### src/rtl/debounce_bank.sv
// debounce_bank: per-channel synchroniser + hold-time debounce, level/rising/falling outputs, sticky pending flags (clear/edge enables) and OR-ed irq
module debounce_bank #(
  parameter int CHANNELS = 8,
  parameter int HOLD_COUNT = 31,
  parameter int SYNC_STAGES = 2,
  parameter logic [CHANNELS-1:0] RESET_LEVEL = {CHANNELS{1'b0}}
) (
  input  logic                clk,
  input  logic                reset,
  input  logic [CHANNELS-1:0] signal_in,
  input  logic [CHANNELS-1:0] rise_en,
  input  logic [CHANNELS-1:0] fall_en,
  input  logic [CHANNELS-1:0] event_clear,
  output logic [CHANNELS-1:0] level,
  output logic [CHANNELS-1:0] rising,
  output logic [CHANNELS-1:0] falling,
  output logic [CHANNELS-1:0] pending,
  output logic                irq
);
  localparam int CW = $clog2(HOLD_COUNT + 1);
  localparam logic [CW-1:0] LAST = CW'(HOLD_COUNT - 1);
  logic [SYNC_STAGES*CHANNELS-1:0] chain;
  logic [CHANNELS-1:0] s;
  logic [CW-1:0] cnt [CHANNELS];
  assign s = chain[SYNC_STAGES*CHANNELS-1 -: CHANNELS];
  assign irq = |pending;
  always_ff @(posedge clk)
    chain <= reset ? {SYNC_STAGES{RESET_LEVEL}} : {chain[(SYNC_STAGES-1)*CHANNELS-1:0], signal_in};
  always_ff @(posedge clk) begin
    for (int c = 0; c < CHANNELS; c++) begin
      if (reset) begin
        cnt[c] <= '0;
        level[c] <= RESET_LEVEL[c];
        rising[c] <= 1'b0;
        falling[c] <= 1'b0;
        pending[c] <= 1'b0;
      end else begin
        rising[c] <= 1'b0;
        falling[c] <= 1'b0;
        if (s[c] == level[c]) cnt[c] <= '0;
        else if (cnt[c] == LAST) begin
          cnt[c] <= '0;
          level[c] <= s[c];
          rising[c] <= s[c];
          falling[c] <= ~s[c];
        end else cnt[c] <= cnt[c] + CW'(1);
        pending[c] <= (rising[c] & rise_en[c]) | (falling[c] & fall_en[c]) | (pending[c] & ~event_clear[c]);
      end
    end
  end
endmodule

### config.mk
export PLATFORM = sky130hd
export DESIGN_NAME = debounce_bank
export DESIGN_NICKNAME = d
export VERILOG_FILES = /design/src/rtl/debounce_bank.sv
export SDC_FILE = /design/constraint.sdc
export NUM_CORES = 1
export LEC_CHECK = 0
export ABC_AREA = 1
export CAP_MARGIN = 25
export CELL_PAD_IN_SITES_DETAIL_PLACEMENT = 1
export CELL_PAD_IN_SITES_GLOBAL_PLACEMENT = 1
export CORE_AREA = 3 3 120 122
export CTS_CLUSTER_SIZE = 14
export DETAILED_ROUTE_END_ITERATION = 10
export DIE_AREA = 0 0 123 125
export PLACE_DENSITY = 0.67
export SLEW_MARGIN = 30
export SYNTH_ARGS = -nofsm -noshare
export SYNTH_HDL_FRONTEND = slang
export SYNTH_SLANG_ARGS = --single-unit
### constraint.sdc
create_clock -name clk -period 1.45 [get_ports clk]
set_clock_uncertainty 0.15 [all_clocks]
set_input_delay 0.29 -clock clk [delete_from_list [all_inputs] [get_ports clk]]
set_output_delay 0.29 -clock clk [all_outputs]
set_load 0.005 [all_outputs]
== After elaboration in Yosys (flattened, before gate mapping) ==
Memory sizes are Yosys's and may differ from the RTL's.
Index checks and enable logic that the tools add are counted.

* Add/sub/neg operators: 8
* Equal/unequal tests: 16
* Muxes and demuxes: 114
* Bitwise gates (word level): 96
* Reduce and logical (&&, ||, !) cells: 17

{| class="wikitable"
|+ Operators with widths
! cell !! count
|-
| 2-to-1 mux 5 bit || 24
|-
| 2-to-1 mux 1 bit || 90
|-
| adder 5 x 1 -> 5 bit, second input constant || 8
|-
| equality test 5 bit, second input constant || 8
|-
| OR 1 bit || 40
|-
| NOT 1 bit || 32
|-
| AND 1 bit || 24
|-
| OR reduction 3 bit || 8
|-
| AND reduction 2 bit || 8
|-
| equality test 1 bit || 8
|-
| OR reduction 8 bit || 1
|}

* Register bits: 48
* Memory bits (writable): 40
* Output and inout port bits: 33
* Word-level logic and storage cells: 278
* Memories kept: 1

{| class="wikitable"
|+ Memory list
! memory !! depth !! width !! read ports !! clocked after Yosys merged registers in !! write ports !! RTL line !! source
|-
| cnt || 8 || 5 || 8 || 0 || 8 || 24 || <nowiki>logic [CW-1:0] cnt [CHANNELS];</nowiki>
|}

== Longest topological paths before layout ==
Gate-level depths: netlist of run 1.

* Depth in word-level cells: 7
* Mapped depth: 7

== Worst setup path after synthesis of run 1 ==
OpenSTA, ideal clock, no wires.

* Path kind: flip-flop to flip-flop
* From: mem cnt[0][0] (netlist bit)
* To: mem cnt[0][0] (netlist bit), data pin
* Setup time: 0.256 ns
* Arrival time: 0.998 ns
* Setup slack: 0.046 ns
* Cell stages (with the launch flop): 8
* Buffers on the path: 0
* Cells stage by stage: edfxtp_1 -> inv_1 -> ha_1 -> nand2_1 -> inv_1 -> nand2_1 -> nand3_4 -> nor2_1

{| class="wikitable"
|+ RTL lines
! element !! RTL line
|-
| start, declared || 24
|}

== Final worst setup path of run 1 ==
* From: reg pending[6]
* To: out irq

* Cells in the longest elaborated chain, start to end: 1

{| class="wikitable"
|+ Ends and longest elaborated chain
! element !! RTL line !! source
|-
| start, declared || 17 || <nowiki>output logic [CHANNELS-1:0] pending,</nowiki>
|-
| start signal, assigned by index || 47 || <nowiki>pending[c] <= (rising[c] & rise_en[c]) | (falling[c] & fall_en[c]) | (pending[c] & ~event_clear[c]);</nowiki>
|-
| OR reduction 8 bit || 26 || <nowiki>assign irq = |pending;</nowiki>
|-
| end, declared || 18 || <nowiki>output logic irq</nowiki>
|}

Every way passes these cells.

==> run metrics, run 1 <==
WHS Endpoint chain[15]; # DRC 0; reg2reg path depth 6; maxcap violations 0; type of element launching the critical path flop; Syn. warnings 0; first-pass GRT wire length 15830 um; HPWL Detailed 7082 um; Yosys top cell by area edfxtp_1; IO buf count 66; post-synthesis register bit count 88; synth top area cells edfxtp_1 (30%), dfxtp_1 (24%), nand2_1 (8.5%); Final Hold Fails 0; routability congestion estimate 0.7502; final WL 9940 um; commonest cells after routing, fill and taps aside nand2_1 (78), nor2_1 (69), inv_1 (55); reg2reg setup slack 0.008 ns; Tcrit/Tclk final 99.47%; initial antenna violation count 0; post-place setup slack -0.2160 ns; # hold bufs at CTS 0; Via Count 3331; fin util 44.38%; outcome completed; ys flop type dfxtp_1; Hold Startpoint chain[7]; Initial Util 30.27%; Leak 2.598 nW; row count 42; H-tree depth 3; die width 123 um; DR pass1 iterations 4; number of flops mapped to enable cells by yosys 40; Core Area 13300 um^2; sequential fraction of the synthesis area 53.73%; I/O pin count 67; Mapped Cells 445; area grow syn2layout 46.64%; DR iter-0 viols 88; crit path time final 1.442 ns; # clock sinks 88; post-synth cell types 23; clk root buf clkbuf_16; area share of the leading cell type in the synthesized netlist 29.85%; RSZ-0062 raised after global routing true; Worst R2R Start cnt[0][0]; Max FO, Critical Path 3; Skew-Pair Late Insertion Delay 0.34 ns; die area 15380 um^2; Pwr per Cell Area 948.0 nW/um^2; crit path DAT 1.00 ns; mapped cell area 4024 um^2; final slew viol count 0; CTS tree done; asr flop ratio synth 0%; final setup fails 0; overflow left after global routing 0; Via density 4.271; Clock transition at path regs 0.07 ns; antenna viol nets, final 0; Fmax achieved 693.3 MHz; CTS Buf Count 9; Fin Setup TNS 0 ns; Mapped Avg Cell Area 9.042 um^2; Antenna Cells 0; die span in y 125 um; vias in the first global route 3449; clock buffer depth 2; Crit. End Element primary output; GR Util All Layers 12.84%; Avg WL per Cell 12.74 um; reg2reg end cnt[0][4]; Final #Nets 649; Hold Path Class flop to flop; Crit path required time 1.01 ns; VDD IR-drop max 442.2 uV; layout cells sized above 1 26.32%; Crit Path Class flop to primary output; hold depth 2; pin count of the biggest net entering global routing 25; commonest non-fill, non-tap cell in the layout nand2_1; Final WS setup 0.007724 ns
## synthesized netlist by cell type, types with 2 or more instances
master    count
a31oi_1       8
buf_2         3
dfxtp_1      48
edfxtp_1     40
ha_1         16
inv_1        71
nand2_1      91
nand3_1      23
nand3_4      10
nand4_1      12
nor2_1       82
nor3_1        4
nor3_2        2
o21ai_0       5
o21ai_2       2
o21bai_1     14
xnor2_1       8
## worst max-delay path, stage by stage, from the launching register on
cell	delay (ns)
dfxtp_4	0.36
nor2_1	0.10
nand4_1	0.09
clkbuf_2	0.12
## area by class of cell
| cell class | instances | area (um^2) |
|---|---|---|
| sequential | 88 | 2197 |
| fill | 1549 | 7395 |
| multi-input combinational | 318 | 1922 |
| clock buffer | 10 | 250.2 |
| clock inverter | 6 | 65.06 |
| tap | 176 | 220.2 |
| inverter | 72 | 275.3 |
| timing repair buffer | 110 | 970.9 |
## routing by layer
layer,routed length [um],up-vias,global-route usage (%)
li1,-,1692,-
met1,4412,1572,15.94
met2,4956,55,21.81
met3,432,12,2.936
met4,139,0,4.430
met5,0,-,0
## worst max path at each step
stage / from / endpoint / slack [ns]
2_1_floorplan: cnt[0][0] / cnt[0][0] / 0.05
6_report: pending[6] / irq / 0.008
3_3_place_gp: reset / cnt[0][12] / -0.19
5_1_grt: cnt[0][0] / cnt[0][0] / -0.07
4_1_cts: pending[7] / irq / -0.10
3_5_place_dp: reset / cnt[1][13] / -0.22
## sequential cells by signal (all words and copies together) (netlist names)
register,count
falling,8
rising,8
chain,16
pending,8
cnt,40
level,8
## where the power goes
group          leakage [nW]  switching (mW)  internal (mW)
logic                  1.63           0.209          0.224
clock network         0.154           0.999           1.44
registers             0.814          0.0633           2.66
## through the flow
stage	cells	cell area (um^2)	hold slack [ns]	total power, mW
3_3_place_gp	744	5202	0.2416	3.108
4_1_cts	769	5613	0.2563	5.587
5_1_grt	780	5901	0.2762	5.810
6_report	780	5901	0.2543	5.594
2_1_floorplan	484	4170	0.2383	2.953
3_5_place_dp	744	5202	0.2468	3.125
## repair_timing
action / in CTS / in global routing
pin swaps: 1 / 13
setup endpoints to repair: 67 / 49
buffers inserted: 9 / 11
resized for setup: 75 / 66
gates cloned: 0 / 0
## cells by family after synthesis
| family | Yosys count | synth area share [%] |
|---|---|---|
| xor+xnor | 8 | 1.741 |
| other cells | 1 | 0.09319 |
| compound gates | 29 | 4.913 |
| buf+inv | 78 | 8.178 |
| fa+ha+maj | 16 | 4.975 |
| simple gates | 225 | 26.37 |
| flops | 88 | 53.73 |
No activity file was read; power rests on OpenSTA's default activity.
==> run 2: changes to the inputs <==
--- a/config.mk
+++ b/config.mk
@@ -14,6 +14,7 @@
 export DETAILED_ROUTE_END_ITERATION = 10
 export DIE_AREA = 0 0 123 125
 export PLACE_DENSITY = 0.67
+export SKIP_CTS_REPAIR_TIMING = 1
 export SLEW_MARGIN = 30
 export SYNTH_ARGS = -nofsm -noshare
 export SYNTH_HDL_FRONTEND = slang
==> run metrics, run 2 (synthesis results as in run 1) <==
# clock sinks 88 (unchanged); CTS Buf Count 9 (unchanged); Tcrit/Tclk final 101.9% (was 99.47%); Initial Util 30.27% (unchanged); # DRC 0 (unchanged); H-tree depth 3 (unchanged); clk root buf clkbuf_16 (unchanged); IO buf count 66 (unchanged); CTS tree done (unchanged); DR pass1 iterations 4 (unchanged); clock buffer depth 2 (unchanged); first-pass GRT wire length 15610 um (was 15830 um); CP peak stage delay 0.36 ns (about the same); most flop-heavy register cnt (unchanged); Fin Setup TNS -0.05208 ns (was 0 ns); pin count of the biggest net entering global routing 25 (unchanged); Top Family by Delay on Critical Path flip-flops (unchanged); initial antenna violation count 0 (unchanged); Antenna Cells 0 (unchanged); final setup fails 5 (was 0); Final #Nets 644 (was 649); post-layout power 5.587 mW (was 5.594 mW); Via Count 3293 (was 3331); VDD IR-drop max 439.9 uV (was 442.2 uV); row count 42 (unchanged); outcome finished, violations left (was completed); Fmax achieved 676.7 MHz (was 693.3 MHz); routability congestion estimate 0.7502 (unchanged); Crit. End Element primary output (unchanged); area grow syn2layout 49.38% (was 46.64%); Crit Path Class flop to primary output (unchanged); Via density 4.249 (was 4.271); maxcap violations 0 (unchanged); final slew viol count 0 (unchanged); Avg WL per Cell 12.49 um (was 12.74 um); Pwr per Cell Area 929.4 nW/um^2 (was 948.0 nW/um^2); RSZ-0062 raised after global routing true (unchanged); antenna viol nets, final 0 (unchanged); crit path time final 1.478 ns (was 1.442 ns); Final WS setup -0.02778 ns (was 0.007724 ns); GR Util met1 15.85% (was 15.94%); I/O pin count 67 (unchanged); post-place setup slack -0.2160 ns (unchanged); DR iter-0 viols 116 (was 88); die span in y 125 um (unchanged); GR Util All Layers 12.65% (was 12.84%); fill count 1523 (was 1549); Crit path buffers/inverters 1 (unchanged); CP max-delay cell dfxtp_4 (unchanged); global routing's busiest layer met2 (unchanged); Clock transition at path regs 0.07 ns (about the same); biggest regs cnt x40, chain x16 (unchanged); GR Util met2 21.20% (was 21.81%); crit path DAT 1.04 ns (was 1.00 ns); max FFs per register 40 (unchanged); die width 123 um (unchanged); Leak 3.052 nW (was 2.598 nW); crit-path cells nor2_2 -> nand4_1 -> dlymetal6s2s_1 (was nor2_1 -> nand4_1 -> clkbuf_2); Crit path required time 1.01 ns (about the same); Max FO, Critical Path 3 (unchanged); Core Area 13300 um^2 (unchanged); Hold Path Class flop to flop (unchanged); HPWL Detailed 7082 um (unchanged); vias in the first global route 3403 (was 3449); overflow left after global routing 0 (unchanged); Skew-Pair Late Insertion Delay 0.34 ns (about the same); die area 15380 um^2 (unchanged); final WL 9680 um (was 9940 um); type of element launching the critical path flop (unchanged); GRT met3 Usage 2.981% (was 2.936%); layout cells sized above 1 25.38% (was 26.32%); commonest non-fill, non-tap cell in the layout nand2_1 (unchanged); Final Hold Fails 0 (unchanged); commonest cells after routing, fill and taps aside nand2_1 (78), nor2_1 (66), inv_1 (55) (was nand2_1 (78), nor2_1 (69), inv_1 (55)); failing checks setup timing
run 2: layout make-up:
type	count	area, um^2	share of cell area [%]
sequential	88	2192	36.47
multi-input combinational	318	1932	32.14
timing repair buffer	105	1076	17.90
inverter	72	275.3	4.580
clock buffer	10	250.2	4.163
tap	176	220.2	3.664
clock inverter	6	65.06	1.082
run 2: final timing paths:
kind / start / endpoint / slack [ns] / depth (start not counted)
min reg2reg: chain[7] / chain[15] / 0.25 / 2
min: chain[7] / chain[15] / 0.25 / 2
max: pending[7] / irq / -0.03 / 3
max reg2reg: cnt[0][0] / cnt[0][2] / -0.01 / 7
run 2: tightest hold or removal path, delay by kind of cell (launching register included):
| family | cells | cell delay (ns) |
|---|---|---|
| simple gates | 1 | 0.03 |
| buf+inv | 1 | 0.04 |
| flops | 1 | 0.30 |
run 2: per-stage QoR:
stage / std cells / instance area, um^2 / hold slack [ns] / utilization [%]
3_3_place_gp: 744 / 5202 / 0.2416 / 39.13
4_1_cts: 760 / 5518 / 0.2563 / 41.50
2_1_floorplan: 484 / 4170 / 0.2383 / -
3_5_place_dp: 744 / 5202 / 0.2468 / 39.13
5_1_grt: 775 / 6011 / 0.2764 / 45.21
6_report: 775 / 6011 / 0.2546 / 45.21
run 2: report_power, final:
group / internal, mW / switching (mW) / leakage [nW] / total [mW]
Sequential: 2.66 / 0.0617 / 0.813 / 2.72
Combinational: 0.219 / 0.206 / 2.08 / 0.426
Clock: 1.44 / 0.998 / 0.154 / 2.44
Total: 4.32 / 1.27 / 3.05 / 5.59
run 2: metal layers:
layer	vias up	wire length (um)	share of wire (%)
met1	1550	4379	45
met5	-	0	0
met4	0	136	1.4
li1	1678	-	-
met3	11	457	4.7
met2	54	4707	49
